**src/rtl/mux_rr_arbiter_pkg.sv**
```systemverilog
// Shared constants, state encoding and helpers for the round-robin mux arbiter.
package mux_ctrl_pkg;

  localparam int unsigned N_REQ = 4;
  localparam int unsigned SEL_W = 2;

  typedef enum logic {
    ST_IDLE  = 1'b0,
    ST_GRANT = 1'b1
  } state_e;

  // With last = 3 the first scan position is source 0.
  localparam logic [SEL_W-1:0] LAST_RST = 2'd3;

  // Index to one-hot grant vector.
  function automatic logic [N_REQ-1:0] onehot(input logic [SEL_W-1:0] idx);
    return N_REQ'(1) << idx;
  endfunction

endpackage

```
**src/rtl/mux_rr_arbiter_if.sv**
```systemverilog
// Requester-side bundle of the arbiter: requests, data and the arbitrated result.
interface mux_rr_arbiter_if;
  import mux_ctrl_pkg::*;

  logic [N_REQ-1:0] req;
  logic [N_REQ-1:0] d;
  logic [N_REQ-1:0] grant;
  logic [SEL_W-1:0] sel;
  logic             y;
  logic             valid;

  // Requesters drive req/d and observe the result.
  modport master (
    output req, d,
    input  grant, sel, y, valid
  );

  // The arbiter owns grant, the mux select and the registered mux output.
  modport slave (
    input  req, d,
    output grant, sel, y, valid
  );

endinterface

```
**src/rtl/mux_rr_arbiter_mux4.sv**
```systemverilog
// Existing dataflow 4:1 mux (D[3:0], S[1:0] -> y).
module mux4 (
  input  logic [3:0] d,
  input  logic [1:0] s,
  output logic       y
);

  assign y = d[s];

endmodule

```
**src/rtl/mux_rr_arbiter_rr_pick.sv**
```systemverilog
// Combinational round-robin pick: first set req scanning last+1 .. last+4 (mod N_REQ).
module rr_pick
  import mux_ctrl_pkg::*;
(
  input  logic [N_REQ-1:0] req,
  input  logic [SEL_W-1:0] last,
  output logic [SEL_W-1:0] win,
  output logic             any
);

  // Scan in round-robin order; the first hit is latched by the !any guard.
  always_comb begin
    logic [SEL_W-1:0] idx;
    win = '0;
    any = 1'b0;
    idx = '0;
    for (int k = 1; k <= int'(N_REQ); k++) begin
      idx = last + SEL_W'(k);
      if (!any && req[idx]) begin
        win = idx;
        any = 1'b1;
      end
    end
  end

endmodule

```
**src/rtl/mux_rr_arbiter.sv**
```systemverilog
// Round-robin arbiter/sequencer in front of the 4:1 mux; owns the mux select.
module mux_rr_arbiter
  import mux_ctrl_pkg::*;
#(
  parameter int unsigned MAX_HOLD = 8,
  parameter int unsigned CNT_W    = 3
) (
  input  logic          clk,
  input  logic          rst_n,
  mux_rr_arbiter_if.slave bus
);

  state_e           state_q;
  logic [N_REQ-1:0] grant_q;
  logic [SEL_W-1:0] sel_q;
  logic [SEL_W-1:0] last_q;
  logic [CNT_W-1:0] cnt_q;
  logic             y_q;
  logic             valid_q;

  logic [SEL_W-1:0] win;
  logic             any;
  logic             mux_y;
  logic             hold_limit;
  logic             release_now;

  // In GRANT last_q always equals sel_q, so one picker serves both the idle
  // decision and the release re-pick with the holder at lowest priority.
  rr_pick u_pick (
    .req  (bus.req),
    .last (last_q),
    .win  (win),
    .any  (any)
  );

  mux4 u_mux (
    .d (bus.d),
    .s (sel_q),
    .y (mux_y)
  );

  // Release when the holder drops its request or has used its hold budget.
  always_comb begin
    hold_limit  = (cnt_q == CNT_W'(MAX_HOLD - 1));
    release_now = !bus.req[sel_q] || hold_limit;
  end

  // Arbitration FSM with registered grant/select/data outputs.
  always_ff @(posedge clk or negedge rst_n) begin
    if (!rst_n) begin
      state_q <= ST_IDLE;
      grant_q <= '0;
      sel_q   <= '0;
      last_q  <= LAST_RST;
      cnt_q   <= '0;
      y_q     <= 1'b0;
      valid_q <= 1'b0;
    end else begin
      valid_q <= (state_q == ST_GRANT);
      unique case (state_q)
        ST_IDLE: begin
          if (any) begin
            state_q <= ST_GRANT;
            grant_q <= onehot(win);
            sel_q   <= win;
            last_q  <= win;
            cnt_q   <= '0;
          end
        end
        ST_GRANT: begin
          y_q <= mux_y;
          if (!release_now) begin
            cnt_q <= cnt_q + CNT_W'(1);
          end else if (any) begin
            // Handoff (or self re-grant) at the same edge, no idle bubble.
            grant_q <= onehot(win);
            sel_q   <= win;
            last_q  <= win;
            cnt_q   <= '0;
          end else begin
            // sel is left alone so the mux keeps its last select.
            state_q <= ST_IDLE;
            grant_q <= '0;
            cnt_q   <= '0;
          end
        end
      endcase
    end
  end

  assign bus.grant = grant_q;
  assign bus.sel   = sel_q;
  assign bus.y     = y_q;
  assign bus.valid = valid_q;

endmodule

```
**src/flat_wrapper.sv**
```systemverilog
// flat-port wrapper written by rule: the top's interface ports become plain ports
module mux_rr_arbiter_flat import mux_ctrl_pkg::*;
#(
  parameter int unsigned MAX_HOLD = 8,
  parameter int unsigned CNT_W    = 3
)
  (clk, rst_n, bus_req, bus_d, bus_grant, bus_sel, bus_y, bus_valid);
  mux_rr_arbiter_if bus_i ();
  input  logic clk;
  input  logic rst_n;
  input wire logic [$bits(bus_i.req)-1:0] bus_req;
  input wire logic [$bits(bus_i.d)-1:0] bus_d;
  output wire logic [$bits(bus_i.grant)-1:0] bus_grant;
  output wire logic [$bits(bus_i.sel)-1:0] bus_sel;
  output wire logic [$bits(bus_i.y)-1:0] bus_y;
  output wire logic [$bits(bus_i.valid)-1:0] bus_valid;
  assign bus_i.req = bus_req;
  assign bus_i.d = bus_d;
  assign bus_grant = bus_i.grant;
  assign bus_sel = bus_i.sel;
  assign bus_y = bus_i.y;
  assign bus_valid = bus_i.valid;
  mux_rr_arbiter #(.MAX_HOLD(MAX_HOLD), .CNT_W(CNT_W)) u_core (.clk(clk), .rst_n(rst_n), .bus(bus_i));
endmodule
```
**config.mk**
```make
export PLATFORM = sky130hd
export DESIGN_NAME = mux_rr_arbiter_flat
export DESIGN_NICKNAME = d
export VERILOG_FILES = /design/src/rtl/mux_rr_arbiter_pkg.sv /design/src/rtl/mux_rr_arbiter_if.sv /design/src/rtl/mux_rr_arbiter_mux4.sv /design/src/rtl/mux_rr_arbiter_rr_pick.sv /design/src/rtl/mux_rr_arbiter.sv /design/src/flat_wrapper.sv
export SDC_FILE = /design/constraint.sdc
export NUM_CORES = 1
export LEC_CHECK = 0
export ABC_CLOCK_PERIOD_IN_PS = 4400
export CORE_UTILIZATION = 50
export DETAILED_ROUTE_END_ITERATION = 10
export PLACE_DENSITY = 0.83
export SLEW_MARGIN = 20
export SYNTH_ARGS = -nofsm -noshare
export SYNTH_HDL_FRONTEND = slang
export SYNTH_SLANG_ARGS = --single-unit
export TNS_END_PERCENT = 5
```
**constraint.sdc**
```tcl
create_clock -name clk -period 4.4 [get_ports clk]
set_input_delay 0.88 -clock clk [delete_from_list [all_inputs] [get_ports clk]]
set_output_delay 0.88 -clock clk [all_outputs]
set_load 0.05 [all_outputs]
```
==> metrics.log, run 1 <==
INFO  metric critPathBufInv = 1
INFO  metric synth_cell_types = 26
INFO  metric number_of_cell_rows = 13
INFO  metric layout.cells.most_common_list = clkdlybuf4s50_1, dfrtp_1, o21ai_0
INFO  metric yosysTopAreaCellShare = a little over two fifths
INFO  metric final_area = slightly above 900 um2
INFO  metric post-cts-setup-buffers = 0
INFO  metric clock_tree.htree_level_count = 1
INFO  metric grt_overflow_total = 0
INFO  metric nNetsFinal = between 80 and 90
INFO  metric grt_setup_unrepaired = false
INFO  metric slowest_delay = slightly below 500 ps
INFO  metric endpoint_kind = flop
INFO  metric core_area = between 1000 and 1500 um2
INFO  metric mappedNetlistNets = 66
INFO  metric outcome = finished, final reports clean
INFO  metric synth_area_leaders = dfrtp_1, dfstp_2, mux2_2
INFO  metric layout_commonest_cell = clkdlybuf4s50_1
INFO  metric wire_length_per_cell_after_detailed_routing = 15.38 um
INFO  metric areaGrowthSynthToFinish = 30.27%
INFO  metric criticalPathCategory = in -> reg
INFO  metric n_antenna_cell = 0
INFO  metric hold_path.class = reg -> reg
INFO  metric setup.worst_path.start_class = input pin
INFO  metric remaining_drc_errors = 0
INFO  metric synth-seq-area-share = 49.91%
INFO  metric num_io_pins = 18
INFO  metric path_cells = clkdlybuf4s50_1 -> mux4_2 -> and3b_1 -> nor2_2 -> mux2_2
INFO  metric timing.critical_path.max_delay_family = multiplexers
INFO  metric die_width = approximately 40 um
INFO  metric cts_inserted_buffers = 3
INFO  metric synthDominantAreaCellType = dfrtp_1
INFO  metric vias_per_cell = 5.989
INFO  metric cts_tree = built
INFO  metric arrival = 2740 ps
INFO  metric post_synth_inst_count = 54
INFO  metric power.density = between 700 and 800 nW/um2
INFO  metric clock-sinks = 14
INFO  metric cts-root-buf = clkbuf_4
INFO  metric quantity_of_gates_resized_following_cts = 0
INFO  metric transition_time_at_the_pin_with_the_least_slew_margin = 598.9 ps
INFO  metric post-route-min-period = 2561 ps
INFO  metric achievable-frequency = between 300 and 400 MHz
INFO  metric place.detailed.hpwl = 1013 um
INFO  metric gpl.final_weighted_congestion = approximately 0.74
INFO  metric finalHoldViolCount = 0
INFO  metric worstSkewPairLatency = 280 ps
INFO  metric power.leakage = between 0.3 and 0.4 nW
INFO  metric vdd.ir_drop.worst = 536.7 uV
INFO  metric detailed_router_s_first_iteration_violation_count = 7
INFO  metric r2r_start = u_core.bus.sel[0]$_DFFE_PN0P_
INFO  metric final_min_period_over_clock_period = 58.21%
INFO  metric initial_utilization = 54.33%
INFO  metric critical_path_peak_fanout = 10
INFO  metric holdCritStartpoint = u_core.state_q$_DFF_PN0_
INFO  metric drv.max_cap_violation_count = 0
INFO  metric die_ht = 39.60 um
INFO  metric detail-route-antenna-nets = 0
INFO  metric slew-limit-headroom = 59.95%
INFO  metric placedInstanceArea = 884.6 um2
INFO  metric share_of_cells_above_drive_strength_1 = 22.97%
INFO  metric worst-endpoint-required = 4580 ps
INFO  metric crit_path_start = bus_req[3]
INFO  metric track_usage = 22.15%
INFO  metric synth-warning-count = 0
INFO  metric number_of_antenna_violations_at_the_first_check_in_global_routing = 0
INFO  metric clockBufferDepth = 2
INFO  metric drt_pre_antenna_iters = 4
INFO  metric fin_worst_hold_slack = 457.2 ps
INFO  metric io_buffer_count = 17
INFO  metric count_of_endpoints_failing_setup_in_the_final_report = 0
INFO  metric per_instance_average_area_after_synthesis = between 10 and 15 um2
INFO  metric tns = 0 ps
INFO  metric routed-via-count = 533
INFO  metric dieArea = 1568 um2
INFO  metric cts_hold_repair.buffers = 0
INFO  metric totalWireLength = 1369 um
INFO  metric ys_ff_latch = 14
INFO  metric filler_cell_count = 87
INFO  metric setup_skew_after_layout = 6.904 ps
INFO  metric maximum_number_of_pins_on_one_net_before_global_route_repair = 15
INFO  metric clkTransAtPathRegs = 80 ps
INFO  metric synth_area = approximately 710 um2
INFO  metric timing_max_transition_violations_final = 0
INFO  metric number_of_global_route_vias_before_repair = 492
INFO  metric timing.critical_path.slowest_stage_cell = clkdlybuf4s50_1
INFO  metric grt_pass1_wl = 2139 um
-- cell usage after synthesis (all sizes together) --
library cell / n
a21boi: 1
a21oi: 2
a22o: 4
a32o: 2
and3b: 1
buf: 1
dfrtp: 12
dfstp: 2
ha: 2
inv: 1
mux2: 4
mux2i: 1
mux4: 2
nand2: 2
nand2b: 2
nor2: 2
nor2b: 1
nor3b: 1
nor4: 2
o21ai: 5
o221a: 1
o221ai: 1
or2: 1
or3: 1
-- per-layer routing --
layer | global-route usage, % | part of all wire, % | vias to the layer above
met5 | 0 | 0 | -
met3 | 6.818 | 6.2 | 2
met1 | 26.30 | 45 | 262
met4 | 10.34 | 1.2 | 0
li1 | - | - | 251
met2 | 36.07 | 48 | 18
-- sequential cells by signal, summed over array words and instances, names as in the netlist --
register,flops
u_core.bus.grant,4
u_core.cnt_q,3
u_core.bus.sel,2
u_core.last_q,2
u_core.bus.valid,1
u_core.bus.y,1
u_core.state_q,1
-- cells by family after synthesis --
family                     after synthesis  synth area share [%]
AOI/OAI and AO/OA                       16                 16.64
adders and majority gates                2                 3.539
buffers and inverters                    2                 2.123
DFF                                     14                 49.91
muxes                                    7                 14.69
and+or+nand+nor                         13                 13.10
-- power breakdown --
group	switching (mW)	leakage, nW	internal [mW]	total [mW]
logic	0.187	0.188	0.148	0.335
registers	0.0444	0.166	0.184	0.229
clock network	0.0404	0.0210	0.0504	0.0908
-- path summary, 6_finish.rpt --
| kind | slack (ps) | cells after the start | end |
|---|---|---|---|
| worst max-delay path | 1840 | 5 | u_core.bus.sel[0]$_DFFE_PN0P_ |
| worst min-delay path | 460 | 0 | u_core.bus.valid$_DFF_PN0_ |
| worst max register to register | 2470 | 4 | u_core.bus.sel[0]$_DFFE_PN0P_ |
| worst min register to register | 460 | 0 | u_core.bus.valid$_DFF_PN0_ |
| max in group asynchronous | 3040 | 1 | u_core.bus.grant[2]$_DFFE_PN0P_ |
| min in group asynchronous | 970 | 1 | u_core.bus.sel[1]$_DFFE_PN0P_ |
-- layout make-up --
type                       count  area (um2)  area share (%)
clock buffer                   4       36.28           3.940
inverter                       1       3.754          0.4076
multi-input combinational     38       339.1           36.82
timing repair buffer          17       170.2           18.48
sequential                    14       352.8           38.32
tap                           15       18.77           2.038
-- metrics by stage --
step                power (mW)  util [%]  setup slack [ps]  cells
floorplan               0.4735         -              2170     54
global placement        0.5576     67.98              1569     85
detailed placement      0.5658     67.98              1543     85
CTS                     0.6575     70.77              1840     89
global route            0.6944     70.77              1759     89
finish                  0.6546     70.77              1839     89
Note: power is estimated with default switching activity, not from simulation.
==> inputs of run 2 (changes only) <==
--- a/config.mk
+++ b/config.mk
@@ -5,10 +5,10 @@
 export SDC_FILE = /design/constraint.sdc
 export NUM_CORES = 1
 export LEC_CHECK = 0
-export ABC_CLOCK_PERIOD_IN_PS = 4400
-export CORE_UTILIZATION = 50
+export ABC_CLOCK_PERIOD_IN_PS = 2110
+export CORE_UTILIZATION = 42
 export DETAILED_ROUTE_END_ITERATION = 10
-export PLACE_DENSITY = 0.83
+export PLACE_DENSITY = 0.75
 export SLEW_MARGIN = 20
 export SYNTH_ARGS = -nofsm -noshare
 export SYNTH_HDL_FRONTEND = slang
==> constraint.sdc (replaced) <==
create_clock -name clk -period 2.11 [get_ports clk]
set_input_delay 0.422 -clock clk [delete_from_list [all_inputs] [get_ports clk]]
set_output_delay 0.422 -clock clk [all_outputs]
set_load 0.05 [all_outputs]
==> metrics.log, run 2 (synthesized netlist as in run 1, its figures left out) <==
INFO  metric dieArea = 1851 um2
INFO  metric cts_inserted_buffers = 3
INFO  metric vdd.ir_drop.worst = around 800 uV
INFO  metric clock_power_share = 11.1%
INFO  metric count_of_endpoints_failing_setup_in_the_final_report = 0
INFO  metric routed-via-count = 555
INFO  metric post-route-min-period = 1938 ps
INFO  metric grt_pass1_wl = 2497 um
INFO  metric gpl.final_weighted_congestion = 0.8655
INFO  metric detailed_router_s_first_iteration_violation_count = 6
INFO  metric vias_per_cell = 5.550
INFO  metric hold_path_end = u_core.bus.valid$_DFF_PN0_
INFO  metric drv.max_cap_violation_count = 0
INFO  metric io_buffer_count = 17
INFO  metric outcome = finished, final reports clean
INFO  metric cts_tree = built
INFO  metric initial_utilization = 45.86%
INFO  metric layout_commonest_cell = clkdlybuf4s50_1
INFO  metric final_cells = 100
INFO  metric achievable-frequency = ~520 MHz
INFO  metric clkTransAtPathRegs = 70 ps
INFO  metric worstSkewPairLatency = 270 ps
INFO  metric tns = 0 ps
INFO  metric nNetsFinal = 97
INFO  metric dp_cells = 96
INFO  metric maximum_number_of_pins_on_one_net_before_global_route_repair = 15
INFO  metric timing_max_transition_violations_final = 0
INFO  metric cts_hold_repair.buffers = 0
INFO  metric timing.critical_path.max_delay_family = buffers and inverters
INFO  metric finalPower = 1.388 mW
INFO  metric reg2reg_slack = 310 ps
INFO  metric finalHoldViolCount = 0
INFO  metric worst_r2r_path_depth = 4
INFO  metric die_width = 43.03 um
INFO  metric transition_time_at_the_pin_with_the_least_slew_margin = 617.5 ps
INFO  metric gr-usage-met3 = 8.936%
INFO  metric internal_power = about 0.82 mW
INFO  metric totalWireLength = ~1500 um
INFO  metric die_ht = 43.03 um
INFO  metric core_area = about 1500 um2
INFO  metric critPathBufInv = 1
INFO  metric slowest_delay = 830 ps
INFO  metric p_sw_share = 41.09%
INFO  metric path_cells = clkdlybuf4s50_1
INFO  metric share_seq_of_total_power = 34.2%
INFO  metric num_io_pins = 18
INFO  metric post-cts-setup-buffers = 0
INFO  metric critical_path_peak_fanout = 4
INFO  metric grt_overflow_total = 0
INFO  metric hold_path.class = reg -> reg
INFO  metric areaGrowthSynthToFinish = 39.82%
INFO  metric arrival = 1520 ps
INFO  metric slew-limit-headroom = 58.71%
INFO  metric number_of_antenna_violations_at_the_first_check_in_global_routing = 0
INFO  metric clockBufferDepth = 2
INFO  metric worst-endpoint-required = between 1500 and 2000 ps
INFO  metric setup.worst_path.start_class = flop
INFO  metric place.detailed.hpwl = 1176 um
INFO  metric track_usage = 18.47%
INFO  metric n_antenna_cell = 0
INFO  metric r2r_start = u_core.bus.sel[0]$_DFFE_PN0P_
INFO  metric quantity_of_gates_resized_following_cts = 0
INFO  metric power.leakage = 0.4178 nW
INFO  metric cts-root-buf = clkbuf_4
INFO  metric whs_path_depth = 0
INFO  metric holdCritStartpoint = u_core.state_q$_DFF_PN0_
INFO  metric wire_length_per_cell_after_detailed_routing = 15.07 um
INFO  metric drt_pre_antenna_iters = 4
INFO  metric criticalPathCategory = reg -> out
INFO  metric global_route.usage.met2 = 30.91%
INFO  metric switching_power = 0.5702 mW
INFO  metric number_of_global_route_vias_before_repair = 551
INFO  metric largest_register_ffs = 4
INFO  metric grt-busiest-layer = met2
INFO  metric layout.cells.most_common_list = clkdlybuf4s50_1, dfrtp_1, buf_4
INFO  metric number_of_cell_rows = 14
INFO  metric endpoint_kind = primary output
INFO  metric fin_worst_hold_slack = 456.4 ps
INFO  metric setup_skew_after_layout = 5.405 ps
INFO  metric share_of_cells_above_drive_strength_1 = between 30% and 40%
INFO  metric clock_tree.htree_level_count = 1
INFO  metric timing.critical_path.slowest_stage_cell = clkdlybuf4s50_1
INFO  metric regToRegEndpoint = u_core.bus.grant[2]$_DFFE_PN0P_
INFO  metric groute.layer.met1.usage = 23.27%
INFO  metric remaining_drc_errors = 0
INFO  metric grt_setup_unrepaired = false
INFO  metric power.density = 1404 nW/um2
INFO  metric detail-route-antenna-nets = 0
INFO  metric filler_cell_count = 128
INFO  metric clock-sinks = 14
INFO  metric power.share.combinational = 54.7%
INFO  metric final_min_period_over_clock_period = roughly nine tenths
-- run 2: cell count changes in the layout (fill, tap and decap cells not counted), sizes merged --
cell,change
buf,+10
-- run 2: layout make-up --
type / count / area [um2] / area share (%)
clock buffer: 4 / 26.28 / 2.658
inverter: 1 / 3.754 / 0.3797
multi-input combinational: 38 / 339.1 / 34.30
sequential: 14 / 354.1 / 35.82
tap: 16 / 20.02 / 2.025
timing repair buffer: 27 / 245.2 / 24.81
-- run 2: power by group through the flow --
stage	Sequential, mW	Combinational [mW]	Clock [mW]
final	0.475	0.759	0.154
after global routing	0.492	0.808	0.172
after CTS	0.479	0.766	0.162
after detailed placement	0.481	0.763	0
after global placement	0.479	0.747	0
after floorplan	0.660	0.330	0
-- run 2: worst max-delay path by stage --
| stage | start | end | cells past startpoint |
|---|---|---|---|
| after floorplan | u_core.bus.sel[0]$_DFFE_PN0P_ | u_core.bus.sel[0]$_DFFE_PN0P_ | 5 |
| after global placement | bus_req[3] | u_core.bus.grant[2]$_DFFE_PN0P_ | 5 |
| after detailed placement | bus_req[0] | u_core.bus.grant[3]$_DFFE_PN0P_ | 5 |
| after CTS | u_core.bus.sel[1]$_DFFE_PN0P_ | bus_sel[1] | 1 |
| after global routing | u_core.bus.sel[0]$_DFFE_PN0P_ | bus_sel[0] | 1 |
| final | u_core.bus.sel[1]$_DFFE_PN0P_ | bus_sel[1] | 1 |
-- run 2: layer usage --
metal	up-vias	routed length, um
met5	-	0
met4	0	0
met3	0	107
met2	18	705
met1	261	695
li1	276	-
-- run 2: through the flow --
stage / utilization [%] / worst slack, ps / cell area [um2]
after floorplan: - / 137.1 / 708.2
after global routing: 64.12 / 114.4 / 988.4
after CTS: 64.12 / 154.5 / 988.4
after global placement: 62.42 / -77.53 / 962.2
final: 64.12 / 171.5 / 988.4
after detailed placement: 62.42 / -108.0 / 962.2
==> inputs of run 3 (changes only) <==
--- a/config.mk
+++ b/config.mk
@@ -8,6 +8,7 @@
 export ABC_CLOCK_PERIOD_IN_PS = 2110
 export CORE_UTILIZATION = 42
 export DETAILED_ROUTE_END_ITERATION = 10
+export GPL_TIMING_DRIVEN = 0
 export PLACE_DENSITY = 0.75
 export SLEW_MARGIN = 20
 export SYNTH_ARGS = -nofsm -noshare
==> metrics.log, run 3 (synthesized netlist as in run 1, its figures left out) <==
INFO  metric finalHoldViolCount = 0
INFO  metric grt_setup_unrepaired = false
INFO  metric final_cells = 91
INFO  metric gpl.final_weighted_congestion = 0.7885
INFO  metric areaGrowthSynthToFinish = 33.63%
INFO  metric switching_power = between 0.5 and 0.6 mW
INFO  metric count_of_endpoints_failing_setup_in_the_final_report = 0
INFO  metric vias_per_cell = 5.758
INFO  metric io_buffer_count = 17
INFO  metric number_of_cell_rows = 14
INFO  metric power.density = 1460 nW/um2
INFO  metric achievable-frequency = 517.4 MHz
INFO  metric critPathBufInv = 1
INFO  metric place.detailed.hpwl = between 1000 and 1500 um
INFO  metric post-route-min-period = 1933 ps
INFO  metric critical_path_peak_fanout = 4
INFO  metric clkTransAtPathRegs = around 80 ps
INFO  metric cts_inserted_buffers = 3
INFO  metric detailed_router_s_first_iteration_violation_count = 3
INFO  metric hold_path.class = reg -> reg
INFO  metric drt_pre_antenna_iters = 3
INFO  metric num_io_pins = 18
INFO  metric drv.max_cap_violation_count = 0
INFO  metric number_of_antenna_violations_at_the_first_check_in_global_routing = 0
INFO  metric power.leakage = 0.4060 nW
INFO  metric final_min_period_over_clock_period = 91.59%
INFO  metric transition_time_at_the_pin_with_the_least_slew_margin = 625.6 ps
INFO  metric die_ht = 43.03 um
INFO  metric criticalPathCategory = reg -> out
INFO  metric grt_pass1_wl = 2484 um
INFO  metric arrival = approximately 1500 ps
INFO  metric largest_register_ffs = 4
INFO  metric timing_max_transition_violations_final = 0
INFO  metric initial_utilization = 45.86%
INFO  metric outcome = finished, final reports clean
INFO  metric core_area = about 1500 um2
INFO  metric clockBufferDepth = 2
INFO  metric maximum_number_of_pins_on_one_net_before_global_route_repair = 15
INFO  metric share_of_cells_above_drive_strength_1 = 24.00%
INFO  metric cts_tree = built
INFO  metric timing.critical_path.max_delay_family = buffers and inverters
INFO  metric slew-limit-headroom = between 50% and 60%
INFO  metric clock_tree.htree_level_count = 1
INFO  metric routed-via-count = between 500 and 600
INFO  metric cts_hold_repair.buffers = 0
INFO  metric remaining_drc_errors = 0
INFO  metric fin_worst_hold_slack = approximately 450 ps
INFO  metric totalWireLength = 1404 um
INFO  metric wire_length_per_cell_after_detailed_routing = ~15 um
INFO  metric worstSkewPairLatency = 280 ps
INFO  metric setup_skew_after_layout = around 5.3 ps
INFO  metric detail-route-antenna-nets = 0
INFO  metric slowest_delay = just over 800 ps
INFO  metric cts-root-buf = clkbuf_4
INFO  metric vdd.ir_drop.worst = 798.6 uV
INFO  metric p_sw_share = 42.12%
INFO  metric clock_power_share = 11.4%
INFO  metric internal_power = approximately 0.80 mW
INFO  metric timing.critical_path.slowest_stage_cell = clkdlybuf4s50_1
INFO  metric dp_cells = 87
INFO  metric nNetsFinal = 88
INFO  metric layout.cells.most_common_list = clkdlybuf4s50_1, dfrtp_1, o21ai_0
INFO  metric clock-sinks = 14
INFO  metric number_of_global_route_vias_before_repair = between 500 and 600
INFO  metric path_cells = clkdlybuf4s50_1
INFO  metric filler_cell_count = 135
INFO  metric layout_commonest_cell = clkdlybuf4s50_1
INFO  metric reg2reg_slack = 240 ps
INFO  metric track_usage = about 19%
INFO  metric n_antenna_cell = 0
INFO  metric die_width = 43.03 um
INFO  metric dieArea = 1851 um2
INFO  metric endpoint_kind = primary output
INFO  metric power.share.combinational = 54.4%
INFO  metric grt_overflow_total = 0
INFO  metric worst-endpoint-required = 1690 ps
INFO  metric setup.worst_path.start_class = flop
INFO  metric share_seq_of_total_power = 34.2%
run 3: worst paths after layout:
check,from,endpoint,cells past startpoint
hold / removal,u_core.state_q$_DFF_PN0_,u_core.bus.valid$_DFF_PN0_,0
setup / recovery,u_core.bus.sel[1]$_DFFE_PN0P_,bus_sel[1],1
min in group asynchronous,rst_n,u_core.bus.sel[1]$_DFFE_PN0P_,1
setup reg to reg,u_core.bus.sel[0]$_DFFE_PN0P_,u_core.bus.grant[3]$_DFFE_PN0P_,5
max in group asynchronous,rst_n,u_core.bus.sel[0]$_DFFE_PN0P_,1
hold reg to reg,u_core.state_q$_DFF_PN0_,u_core.bus.valid$_DFF_PN0_,0
run 3: what timing repair did:
item,in CTS,in global routing
gates resized for setup,2,4
setup endpoints to repair,1,4
buffers inserted,0,0
run 3: final cells by class:
class	count	area, um2	share of cell area (%)
Sequential cell	14	354.1	37.48
Buffer	1	11.26	1.192
Tap cell	16	20.02	2.119
Multi-Input combinational cell	38	352.8	37.35
Clock buffer	4	26.28	2.781
Inverter	1	3.754	0.3974
Timing Repair Buffer	17	176.4	18.68
run 3: routing by layer:
layer	GRT usage, %	routed length (um)
met5	0	0
met1	22.04	629
met4	5.455	4
met3	8.511	88
met2	30.00	682
run 3: power by group through the flow:
| stage | sequential [mW] | combinational (mW) | clock (mW) |
|---|---|---|---|
| after floorplan | 0.660 | 0.330 | 0 |
| after global placement | 0.474 | 0.724 | 0 |
| after detailed placement | 0.478 | 0.732 | 0 |
| after CTS | 0.473 | 0.741 | 0.166 |
| after global routing | 0.490 | 0.804 | 0.178 |
| final | 0.471 | 0.750 | 0.158 |
run 3: through the flow:
stage / setup TNS [ps] / power (mW) / cell area [um2] / setup slack (ps) / utilization (%)
6_report: 0 / 1.379 / 944.7 / 177.3 / 61.28
4_1_cts: 0 / 1.381 / 928.4 / 14.05 / 60.23
2_1_floorplan: 0 / 0.9897 / 708.2 / 137.1 / -
5_1_grt: 0 / 1.472 / 944.7 / 90.61 / 61.28
3_3_place_gp: -1683 / 1.198 / 898.4 / -308.3 / 58.28
3_5_place_dp: -1909 / 1.210 / 898.4 / -329.6 / 58.28
